**config.mk**
```make
export PLATFORM = sky130hd
export DESIGN_NAME = ddr_cmd_executor
export DESIGN_NICKNAME = d
export VERILOG_FILES = /design/src/rtl/ddr_defs_pkg.sv /design/src/rtl/ddr_delay_timer.sv /design/src/rtl/ddr_cmd_executor.sv
export SDC_FILE = /design/constraint.sdc
export NUM_CORES = 1
export LEC_CHECK = 0
export BUFFER_PORTS_ARGS = -buffer_cell sky130_fd_sc_hd__buf_4
export CAP_MARGIN = 20
export CORE_MARGIN = 8
export CORE_UTILIZATION = 48
export DETAILED_ROUTE_END_ITERATION = 8
export GPL_ROUTABILITY_DRIVEN = 0
export HOLD_SLACK_MARGIN = 0.12
export PLACE_DENSITY = 0.78
export SYNTH_ARGS = -nofsm -noshare
export SYNTH_HDL_FRONTEND = slang
export SYNTH_SLANG_ARGS = --single-unit
```
**constraint.sdc**
```tcl
create_clock -name clock_i -period 1.9 [get_ports clock_i]
set_clock_uncertainty 0.15 [all_clocks]
set_input_delay 0.285 -clock clock_i [delete_from_list [all_inputs] [get_ports clock_i]]
set_output_delay 0.285 -clock clock_i [all_outputs]
set_load 0.01 [all_outputs]
```
**src/rtl/ddr_defs_pkg.sv**
```systemverilog
// Shared command/state encodings and default timing for the DDR command executor.
package ddr_defs;

   localparam int unsigned TIMER_W = 4;

   // DDR command bus encodings, {ras_n, cas_n, we_n}
   localparam logic [2:0] CMD_NOP   = 3'b111;
   localparam logic [2:0] CMD_ACT   = 3'b011;
   localparam logic [2:0] CMD_READ  = 3'b101;
   localparam logic [2:0] CMD_WRITE = 3'b100;
   localparam logic [2:0] CMD_PRE   = 3'b010;
   localparam logic [2:0] CMD_REF   = 3'b001;

   localparam logic [2:0] ST_IDLE     = 3'd0;
   localparam logic [2:0] ST_REFRESH  = 3'd1;
   localparam logic [2:0] ST_ACT_WAIT = 3'd2;
   localparam logic [2:0] ST_COL      = 3'd3;
   localparam logic [2:0] ST_GAP      = 3'd4;
   localparam logic [2:0] ST_PRE      = 3'd5;
   localparam logic [2:0] ST_RECOVER  = 3'd6;

   localparam int unsigned DEF_TRCD  = 2;
   localparam int unsigned DEF_TRP   = 2;
   localparam int unsigned DEF_TWR   = 2;
   localparam int unsigned DEF_TRFC  = 8;
   localparam int unsigned DEF_BURST = 2;

   // Clamp a wait length to the timer range so large parameter sums cannot wrap.
   function automatic logic [TIMER_W-1:0] timer_load(input int unsigned cycles);
      if (cycles > 15) return '1;
      return cycles[TIMER_W-1:0];
   endfunction

endpackage

```
**src/rtl/ddr_delay_timer.sv**
```systemverilog
// Loadable 4-bit down-counter shared by every wait state; last flags the final wait cycle.
module ddr_delay_timer
   import ddr_defs::*;
(
   input  logic               clock_i,
   input  logic               reset_i,
   input  logic               load,
   input  logic [TIMER_W-1:0] value,
   output logic               last
);

   logic [TIMER_W-1:0] count;

   always_ff @(posedge clock_i) begin
      if (reset_i)
         count <= '0;
      else if (load)
         count <= value;
      else if (count != '0)
         count <= count - 1'b1;
   end

   // The state leaves on the edge where the count drops to zero, keeping spacing exact.
   assign last = (count <= TIMER_W'(1));

endmodule

```
**src/rtl/ddr_cmd_executor.sv**
```systemverilog
// Turns sequencer start/column requests into timed DDR ACTIVE/READ/WRITE/PRECHARGE/REFRESH commands.
module ddr_cmd_executor
   import ddr_defs::*;
#(
   parameter int unsigned TRCD         = DEF_TRCD,
   parameter int unsigned TRP          = DEF_TRP,
   parameter int unsigned TWR          = DEF_TWR,
   parameter int unsigned TRFC         = DEF_TRFC,
   parameter int unsigned BURST_CYCLES = DEF_BURST
) (
   input  logic        clock_i,
   input  logic        reset_i,
   input  logic        enable_i,
   input  logic        refresh_req_i,
   output logic        refresh_ack_o,
   input  logic        cmd_start_i,
   input  logic        cmd_read_i,
   input  logic        cmd_last_i,
   input  logic [1:0]  cmd_bank_i,
   input  logic [12:0] cmd_row_i,
   input  logic [8:0]  cmd_col_i,
   output logic        cmd_exec_o,
   output logic        ddr_idle_o,
   output logic [2:0]  ddr_cmd_o,
   output logic [1:0]  ddr_ba_o,
   output logic [12:0] ddr_a_o,
   output logic        rd_start_o,
   output logic        wr_start_o
);

   localparam logic [TIMER_W-1:0] LD_TRCD  = timer_load(TRCD - 1);
   localparam logic [TIMER_W-1:0] LD_TRP   = timer_load(TRP - 1);
   localparam logic [TIMER_W-1:0] LD_TRFC  = timer_load(TRFC - 1);
   localparam logic [TIMER_W-1:0] LD_BURST = timer_load(BURST_CYCLES - 1);
   localparam logic [TIMER_W-1:0] LD_RREC  = timer_load(BURST_CYCLES + TRP - 1);
   localparam logic [TIMER_W-1:0] LD_WREC  = timer_load(BURST_CYCLES + TWR + TRP - 1);

   logic [2:0]         state, state_nxt;
   logic [2:0]         cmd_nxt;
   logic [1:0]         ba_nxt, bank_q;
   logic [12:0]        a_nxt;
   logic               exec_nxt, rd_nxt, wr_nxt, ack_nxt, latch, rd_q;
   logic               tmr_load, tmr_last;
   logic [TIMER_W-1:0] tmr_val;

   ddr_delay_timer u_timer (
      .clock_i (clock_i),
      .reset_i (reset_i),
      .load    (tmr_load),
      .value   (tmr_val),
      .last    (tmr_last)
   );

   always_comb begin
      state_nxt = state;
      cmd_nxt   = CMD_NOP;
      ba_nxt    = '0;
      a_nxt     = '0;
      exec_nxt  = 1'b0;
      rd_nxt    = 1'b0;
      wr_nxt    = 1'b0;
      ack_nxt   = 1'b0;
      latch     = 1'b0;
      tmr_load  = 1'b0;
      tmr_val   = '0;
      case (state)
         ST_IDLE: begin
            // Banks are all closed here, so refresh can go out without a precharge.
            if (refresh_req_i) begin
               cmd_nxt   = CMD_REF;
               ack_nxt   = 1'b1;
               tmr_load  = 1'b1;
               tmr_val   = LD_TRFC;
               state_nxt = (LD_TRFC == '0) ? ST_IDLE : ST_REFRESH;
            end else if (cmd_start_i && enable_i) begin
               cmd_nxt   = CMD_ACT;
               ba_nxt    = cmd_bank_i;
               a_nxt     = cmd_row_i;
               latch     = 1'b1;
               tmr_load  = 1'b1;
               tmr_val   = LD_TRCD;
               state_nxt = (LD_TRCD == '0) ? ST_COL : ST_ACT_WAIT;
            end
         end
         ST_ACT_WAIT, ST_GAP: begin
            if (tmr_last) state_nxt = ST_COL;
         end
         ST_COL: begin
            ba_nxt   = bank_q;
            tmr_load = 1'b1;
            if (!cmd_start_i) begin
               cmd_nxt   = CMD_PRE;
               tmr_val   = LD_TRP;
               state_nxt = (LD_TRP == '0) ? ST_IDLE : ST_PRE;
            end else begin
               cmd_nxt  = rd_q ? CMD_READ : CMD_WRITE;
               a_nxt    = {2'b00, cmd_last_i, 1'b0, cmd_col_i};
               exec_nxt = 1'b1;
               rd_nxt   = rd_q;
               wr_nxt   = ~rd_q;
               if (cmd_last_i) begin
                  tmr_val   = rd_q ? LD_RREC : LD_WREC;
                  state_nxt = ST_RECOVER;
               end else begin
                  tmr_val   = LD_BURST;
                  state_nxt = (LD_BURST == '0) ? ST_COL : ST_GAP;
               end
            end
         end
         ST_REFRESH, ST_PRE, ST_RECOVER: begin
            if (tmr_last) state_nxt = ST_IDLE;
         end
         default: state_nxt = ST_IDLE;
      endcase
   end

   always_ff @(posedge clock_i) begin
      if (reset_i) begin
         state         <= ST_IDLE;
         ddr_cmd_o     <= CMD_NOP;
         ddr_ba_o      <= '0;
         ddr_a_o       <= '0;
         cmd_exec_o    <= 1'b0;
         rd_start_o    <= 1'b0;
         wr_start_o    <= 1'b0;
         refresh_ack_o <= 1'b0;
         ddr_idle_o    <= 1'b1;
      end else begin
         state         <= state_nxt;
         ddr_cmd_o     <= cmd_nxt;
         ddr_ba_o      <= ba_nxt;
         ddr_a_o       <= a_nxt;
         cmd_exec_o    <= exec_nxt;
         rd_start_o    <= rd_nxt;
         wr_start_o    <= wr_nxt;
         refresh_ack_o <= ack_nxt;
         ddr_idle_o    <= (state == ST_IDLE) & ~cmd_start_i & ~refresh_req_i;
      end
   end

   always_ff @(posedge clock_i) begin
      if (latch) begin
         rd_q   <= cmd_read_i;
         bank_q <= cmd_bank_i;
      end
   end

endmodule

```
==> results of run 1 <==
path summary, 6_finish.rpt:
path | from | depth (start not counted) | endpoint
max | state[1]$_SDFFE_PP0P_ | 5 | u_timer.count[1]$_SDFFE_PP0P_
min | rd_q$_DFFE_PP_ | 1 | wr_start_o$_SDFF_PP0_
max reg2reg | state[1]$_SDFFE_PP0P_ | 5 | u_timer.count[1]$_SDFFE_PP0P_
min reg2reg | rd_q$_DFFE_PP_ | 1 | wr_start_o$_SDFF_PP0_
cells by family (layout without fill, tap and decap cells):
group | count (synthesis) | in the layout | synth area share
fa+ha+maj | 2 | 2 | 0.01754
compound gates | 34 | 34 | 0.1991
simple gates | 55 | 55 | 0.2184
buf+inv | 14 | 102 | 0.06139
mux | 1 | 1 | 0.007018
flops | 33 | 33 | 0.4842
xor+xnor | 2 | 2 | 0.01228
power groups by stage:
stage	logic, µW	registers, µW	clock network, µW
2_1_floorplan	261	798	0
6_report	453	791	378
4_1_cts	447	790	381
3_5_place_dp	393	806	0
3_3_place_gp	377	800	0
5_1_grt	495	797	416
through the flow:
step / worst slack, ns / instances / hold WS [ns] / total power (µW)
after global routing: 0.02662 / 260 / 0.3681 / 1707
final: 0.1202 / 260 / 0.3488 / 1622
after floorplan: 0.4021 / 141 / 0.2121 / 1059
after detailed placement: 0.01758 / 223 / 0.3290 / 1200
after global placement: 0.1355 / 223 / 0.3129 / 1178
after CTS: 0.1369 / 260 / 0.3349 / 1617
cells in the final DEF, fill, tap and decap left out, drive strengths merged, types with 2 or more instances in the layout:
| master | Yosys | final |
|---|---|---|
| a211oi | 2 | 2 |
| a21oi | 7 | 7 |
| a22oi | 12 | 12 |
| and2 | 2 | 2 |
| and3 | 3 | 3 |
| and3b | 2 | 2 |
| buf | 7 | 59 |
| clkbuf | 1 | 6 |
| clkinv | 0 | 2 |
| dfxtp | 30 | 30 |
| dlygate4sd3 | 0 | 29 |
| edfxtp | 3 | 3 |
| ha | 2 | 2 |
| inv | 6 | 6 |
| nand2 | 5 | 5 |
| nand3 | 4 | 4 |
| nand3b | 3 | 3 |
| nor2 | 26 | 26 |
| nor3 | 4 | 4 |
| nor4 | 2 | 2 |
| o21ai | 3 | 3 |
| o22ai | 2 | 2 |
layout make-up:
cell class / instances / share of cell area
Timing Repair Buffer: 88 / 0.3388
Tap cell: 31 / 0.01762
Clock inverter: 2 / 0.004548
Sequential cell: 33 / 0.3138
Clock buffer: 6 / 0.01876
Inverter: 6 / 0.01023
Multi-Input combinational cell: 94 / 0.2962
state kept, by name, indices dropped and copies added, names as in the netlist, 2 cells and up:
name,count
ddr_cmd_o,3
u_timer.count,4
bank_q,2
ddr_a_o,13
state,3
ddr_ba_o,2
layer usage:
| metal | up-vias | routed length [µm] | track usage |
|---|---|---|---|
| met4 | 0 | 22 | 0.06250 |
| met3 | 2 | 311 | 0.05508 |
| met5 | - | 0 | 0 |
| met1 | 630 | 1670 | 0.1987 |
| met2 | 61 | 2320 | 0.3068 |
| li1 | 670 | - | - |
timing repair:
action,4_1_cts,5_1_grt
endpoints found under the hold margin,29,0
gates resized for setup,1,0
hold buffers,29,0
setup endpoints to repair,6,0
==> flow_summary_export.csv, run 1 <==
group,metric,value,unit
run_status,outcome,"finished clean",
yosys,netlist_area,1426,µm²
sta,finalCritPeriodShare,0.9367,
yosys,syn-num-nets,174,
sta,slew_headroom,0.5624,
floorplanning,dieArea,4972,µm²
min_path,min_path_type,"register to register",
yosys,synth_seq_area_share,0.4842,
sta,final_hold_viol_count,0,
final_layout,fin_util,0.7913,
critical_path,crit_family,"compound AO/OA/AOI/OAI gates",
yosys,synth.area.top_cells,"dfxtp_1 (42%), edfxtp_1 (6.3%), a22oi_2 (5.3%)",
critical_path,cp_max_fo,8,
sta,fin_setup_tns,0,ns
final_layout,register_area,690.7,µm²
floorplanning,rows,19,
pwr,p_comb_frac,0.279,
clocking,cts_tree,"done",
critical_path,critPathBufInv,1,
yosys,synth.most_common_cell,"dfxtp_1",
yosys,ys_types,47,
final_layout,num-fill-cells,171,
final_layout,area_growth_syn_to_layout,54.30,%
route,ant_nets,0,
grt,grt-ovfl-total,0,
pwr,p_leak,0.0009776,µW
critical_path,r2r_slack,0.12,ns
placement,io_buffers,53,
route,first_pass_iters,4,
final_layout,drive_above_1_share,0.3799,
sta,finalSetupViolations,0,
clocking,clkSinkCount,33,
yosys,synthCells,141,
pwr,p_int,1118,µW
sta,final_max_slew_viol_count,0,
pwr,swShare,0.3109,
grt,grt_pass1_wl,7.141,mm
pwr,peakVddDrop,770.9,µV
grt,grt_max_degree,19,
clocking,numCtsBuffers,5,
route,routedWlPerCell,16.63,µm
final_layout,finalNetCount,261,
route,wirelength,4.325,mm
critical_path,path_cells,"buf_4 > or2_2 > a211oi_4 > o22ai_1 > a21oi_1",
route,drc_errors,0,
floorplanning,die_w,70.51,µm
yosys,synth_flop_cell,"dfxtp_1",
yosys,syn_avg_cell_area,10.12,µm²
clocking,path_clk_slew,0.11,ns
placement,place_area,1856,µm²
floorplanning,initial_core_util,0.5128,
critical_path,max_stage_delay,0.43,ns
pwr,power_density,736.9,nW/µm²
floorplanning,boundaryPins,54,
sta,worst_pin_slew,0.6563,ns
grt,gr-usage-all-layers,0.1771,
yosys,yosys_warnings,0,
critical_path,critPathKind,"register to register",
critical_path,required,2.01,ns
clocking,cts_setup_buffers,0,
grt,grt_pass1_vias,1349,
final_layout,fin_area,2201,µm²
clocking,clock_latency,0.33,ns
job,cap_viol_max_count,0,
pwr,p_switching,504.2,µW
route,num_vias,1363,
clocking,cts-root-buf,"clkbuf_4",
critical_path,crit_path_start_kind,"register",
critical_path,crit_slowest_cell,"dfxtp_1",
yosys,yosys-top-cells-count,"dfxtp_1 (30), nor2_1 (19), a21oi_1 (7)",
yosys,yosys.area.top_type_share,0.4211,
sta,clock.fmax,0.5619,GHz
grt,antenna_found_initial,0,
pwr,p_seq_frac,0.488,
final_layout,multi_input_area,651.9,µm²
final_layout,diodes,0,
yosys,ys_ff_latch,33,
sta,rsz0062_at_grt,"no",
placement,hpwlAfterDp,2.936,mm
yosys,synth_edf_count,3,
pwr,power_frac_clock,0.233,
critical_path,cp-end-kind,"register",
floorplanning,die_h,70.51,µm
route,drtIter0Drc,85,
clocking,max-clock-path-buffers,2,
yosys,synth_top_cell_by_area,"dfxtp_1",
clocking,h-tree-depth,2,
sta,period_minus_slack,1.780,ns
critical_path,worstPathArrival,1.89,ns
yosys,synthArstFlopShare,0,
route,viasPerCell,5.242,
floorplanning,coreArea,2781,µm²
(Power assumes the default switching activity.)
==> run 2: changes to the inputs <==
--- a/config.mk
+++ b/config.mk
@@ -7,6 +7,7 @@
 export LEC_CHECK = 0
 export BUFFER_PORTS_ARGS = -buffer_cell sky130_fd_sc_hd__buf_4
 export CAP_MARGIN = 20
+export CORE_ASPECT_RATIO = 0.5
 export CORE_MARGIN = 8
 export CORE_UTILIZATION = 48
 export DETAILED_ROUTE_END_ITERATION = 8
==> run 2 against run 1 <==
Against the previous run:
- sequential cell count did not move
- register-to-register slack improved by 0.04 ns
- cell count rose by 1.5%
- fmax rose by 2.5%
- design area rose by 1.0%
- highest routed layer unchanged
- critical path depth rose by 1
- via count rose by 0.73%
- routed wire length fell by 1.6%
- worst hold slack got worse by 0.23 ns
- largest power group unchanged
- combinational power fell by 2%
- first-iteration DRC count fell by 46%
- global-route usage fell by 0.50 points
==> flow_summary_export.csv, run 2 (synthesis results as in run 1) <==
group,metric,value,unit
grt,gr-usage-all-layers,0.1720,
grt,grt_max_degree,19,
critical_path,r2r_end,"state[0]$_SDFFE_PP0P_",
clocking,max-clock-path-buffers,2,
pwr,p_seq_frac,0.413,
min_path,min_path_type,"input pin to register",
grt,grt-ovfl-total,0,
clocking,clkSinkCount,33,
route,first_pass_iters,5,
critical_path,cp-end-kind,"register",
sta,finalSetupViolations,0,
clocking,path_clk_slew,0.07,ns
floorplanning,initial_core_util,0.4905,
min_path,min_to,"ddr_a_o[7]$_SDFF_PP0_",
min_path,holdCritStartpoint,"cmd_row_i[7]",
placement,io_buffers,53,
final_layout,fin_util,0.7646,
sta,final_hold_viol_count,0,
final_layout,diodes,0,
sta,worst_pin_slew,0.4310,ns
pwr,p_int,1399,µW
pwr,swShare,0.2673,
route,drtIter0Drc,46,
floorplanning,die_w,93.09,µm
critical_path,required,1.94,ns
critical_path,crit_path_start_kind,"register",
sta,fin_setup_tns,0,ns
clocking,cts-root-buf,"clkbuf_8",
clocking,clock_latency,0.28,ns
final_layout,finalNetCount,256,
final_layout,largestRegisters,"ddr_a_o: 13 flops, u_timer.count: 4 flops",
final_layout,register_area,690.7,µm²
sta,rsz0062_at_grt,"no",
final_layout,final_cell_mix,"buf_4 (58), dfxtp_1 (30), dlygate4sd3_1 (24)",
placement,hpwlAfterDp,2.711,mm
grt,antenna_found_initial,0,
pwr,p_leak,0.0009826,µW
critical_path,cp_max_fo,5,
pwr,p_comb_frac,0.231,
grt,met1_usage,0.1719,
floorplanning,rows,14,
job,cap_viol_max_count,0,
route,wirelength,4.254,mm
sta,final_max_slew_viol_count,0,
final_layout,num-fill-cells,190,
sta,period_minus_slack,1.737,ns
final_layout,area_growth_syn_to_layout,55.88,%
final_layout,drive_above_1_share,0.3839,
route,num_vias,1373,
final_layout,top_register,"ddr_a_o",
clocking,numCtsBuffers,5,
pwr,p_switching,510.5,µW
critical_path,ff2ff_path_depth,6,
critical_path,critPathKind,"register to register",
grt,grt_pass1_vias,1421,
sta,slew_headroom,0.7102,
sta,finalCritPeriodShare,0.9140,
critical_path,r2r_slack,0.16,ns
clocking,h-tree-depth,2,
final_layout,multi_input_area,648.1,µm²
grt,gr-max-usage-layer,"met2",
floorplanning,die_h,54.55,µm
sta,clock.fmax,0.5758,GHz
route,viasPerCell,5.201,
floorplanning,coreArea,2908,µm²
pwr,power_frac_clock,0.356,
final_layout,layout_commonest_cell,"buf_4",
grt,grt_use_met3,0.05335,
pwr,power_density,859.0,nW/µm²
final_layout,largest_reg_flops,13,
route,ant_nets,0,
floorplanning,dieArea,5078,µm²
critical_path,worstPathArrival,1.78,ns
grt,grt_pass1_wl,6.672,mm
min_path,hold_depth,3,
pwr,peakVddDrop,489.4,µV
critical_path,crit-reg2reg-launch,"u_timer.count[1]$_SDFFE_PP0P_",
route,routedWlPerCell,16.11,µm
clocking,cts_tree,"done",
run_status,outcome,"finished clean",
grt,grtUsageMet2,0.3388,
clocking,ctsResizeCount,0,
route,drc_errors,0,
floorplanning,boundaryPins,54,
==> run 2: changes by cell type in the layout (fill, tap and decap cells not counted), moves of 2 or more <==
cell,delta
clkbuf_4,-5
clkinv_2,-2
dlygate4sd3_1,-5
clkbuf_8,+6
==> run 2: per-stage QoR <==
step	worst slack [ns]	hold WS [ns]	std cells	total power [µW]	instance area (µm²)
after global routing	0.04227	0.1213	264	1989	2223
after global placement	0.3284	0.3138	232	1180	1867
after CTS	0.1575	0.1215	264	1911	2223
final	0.1634	0.1187	264	1910	2223
after floorplan	0.4021	0.2121	141	1059	1426
after detailed placement	0.1903	0.3191	232	1196	1867
==> run 2: final cells by class <==
class	instances	area share
Inverter	6	0.01013
Timing Repair Buffer	83	0.3129
Multi-Input combinational cell	94	0.2915
Tap cell	40	0.02251
Clock inverter	1	0.01351
Clock buffer	7	0.03883
Sequential cell	33	0.3106
==> run 2: worst max path at each step <==
| stage | start | to | cells after the start | slack [ns] |
|---|---|---|---|---|
| 3_3_place_gp | u_timer.count[0]$_SDFFE_PP0P_ | state[0]$_SDFFE_PP0P_ | 6 | 0.33 |
| 2_1_floorplan | u_timer.count[0]$_SDFFE_PP0P_ | state[0]$_SDFFE_PP0P_ | 6 | 0.40 |
| 4_1_cts | u_timer.count[1]$_SDFFE_PP0P_ | state[0]$_SDFFE_PP0P_ | 6 | 0.16 |
| 5_1_grt | u_timer.count[1]$_SDFFE_PP0P_ | state[0]$_SDFFE_PP0P_ | 6 | 0.04 |
| 3_5_place_dp | u_timer.count[0]$_SDFFE_PP0P_ | state[0]$_SDFFE_PP0P_ | 6 | 0.19 |
| 6_report | u_timer.count[1]$_SDFFE_PP0P_ | state[0]$_SDFFE_PP0P_ | 6 | 0.16 |
==> run 2: repair_timing <==
action,in CTS,in global routing
buffers inserted,0,0
endpoints found under the hold margin,17,0
hold buffers,24,0
==> run 2: power groups by stage <==
stage               combinational (µW)  clock (µW)  sequential (µW)
CTS                                438         686              787
floorplan                          261           0              798
global route                       480         715              794
global placement                   381           0              799
finish                             442         680              788
detailed placement                 394           0              803
==> run 2: routing by layer <==
metal,vias up,share of wire,routed length (µm)
li1,664,-,-
met1,654,0.37,1556
met4,0,0.015,64
met3,7,0.079,335
met2,48,0.54,2298
met5,-,0,0
==> run 2: critical path: stages (launching register included) <==
cell	delay [ns]
dfxtp_1	0.32
inv_1	0.08
ha_1	0.23
nor2_1	0.09
o31ai_1	0.38
a211oi_1	0.14
a311oi_1	0.26
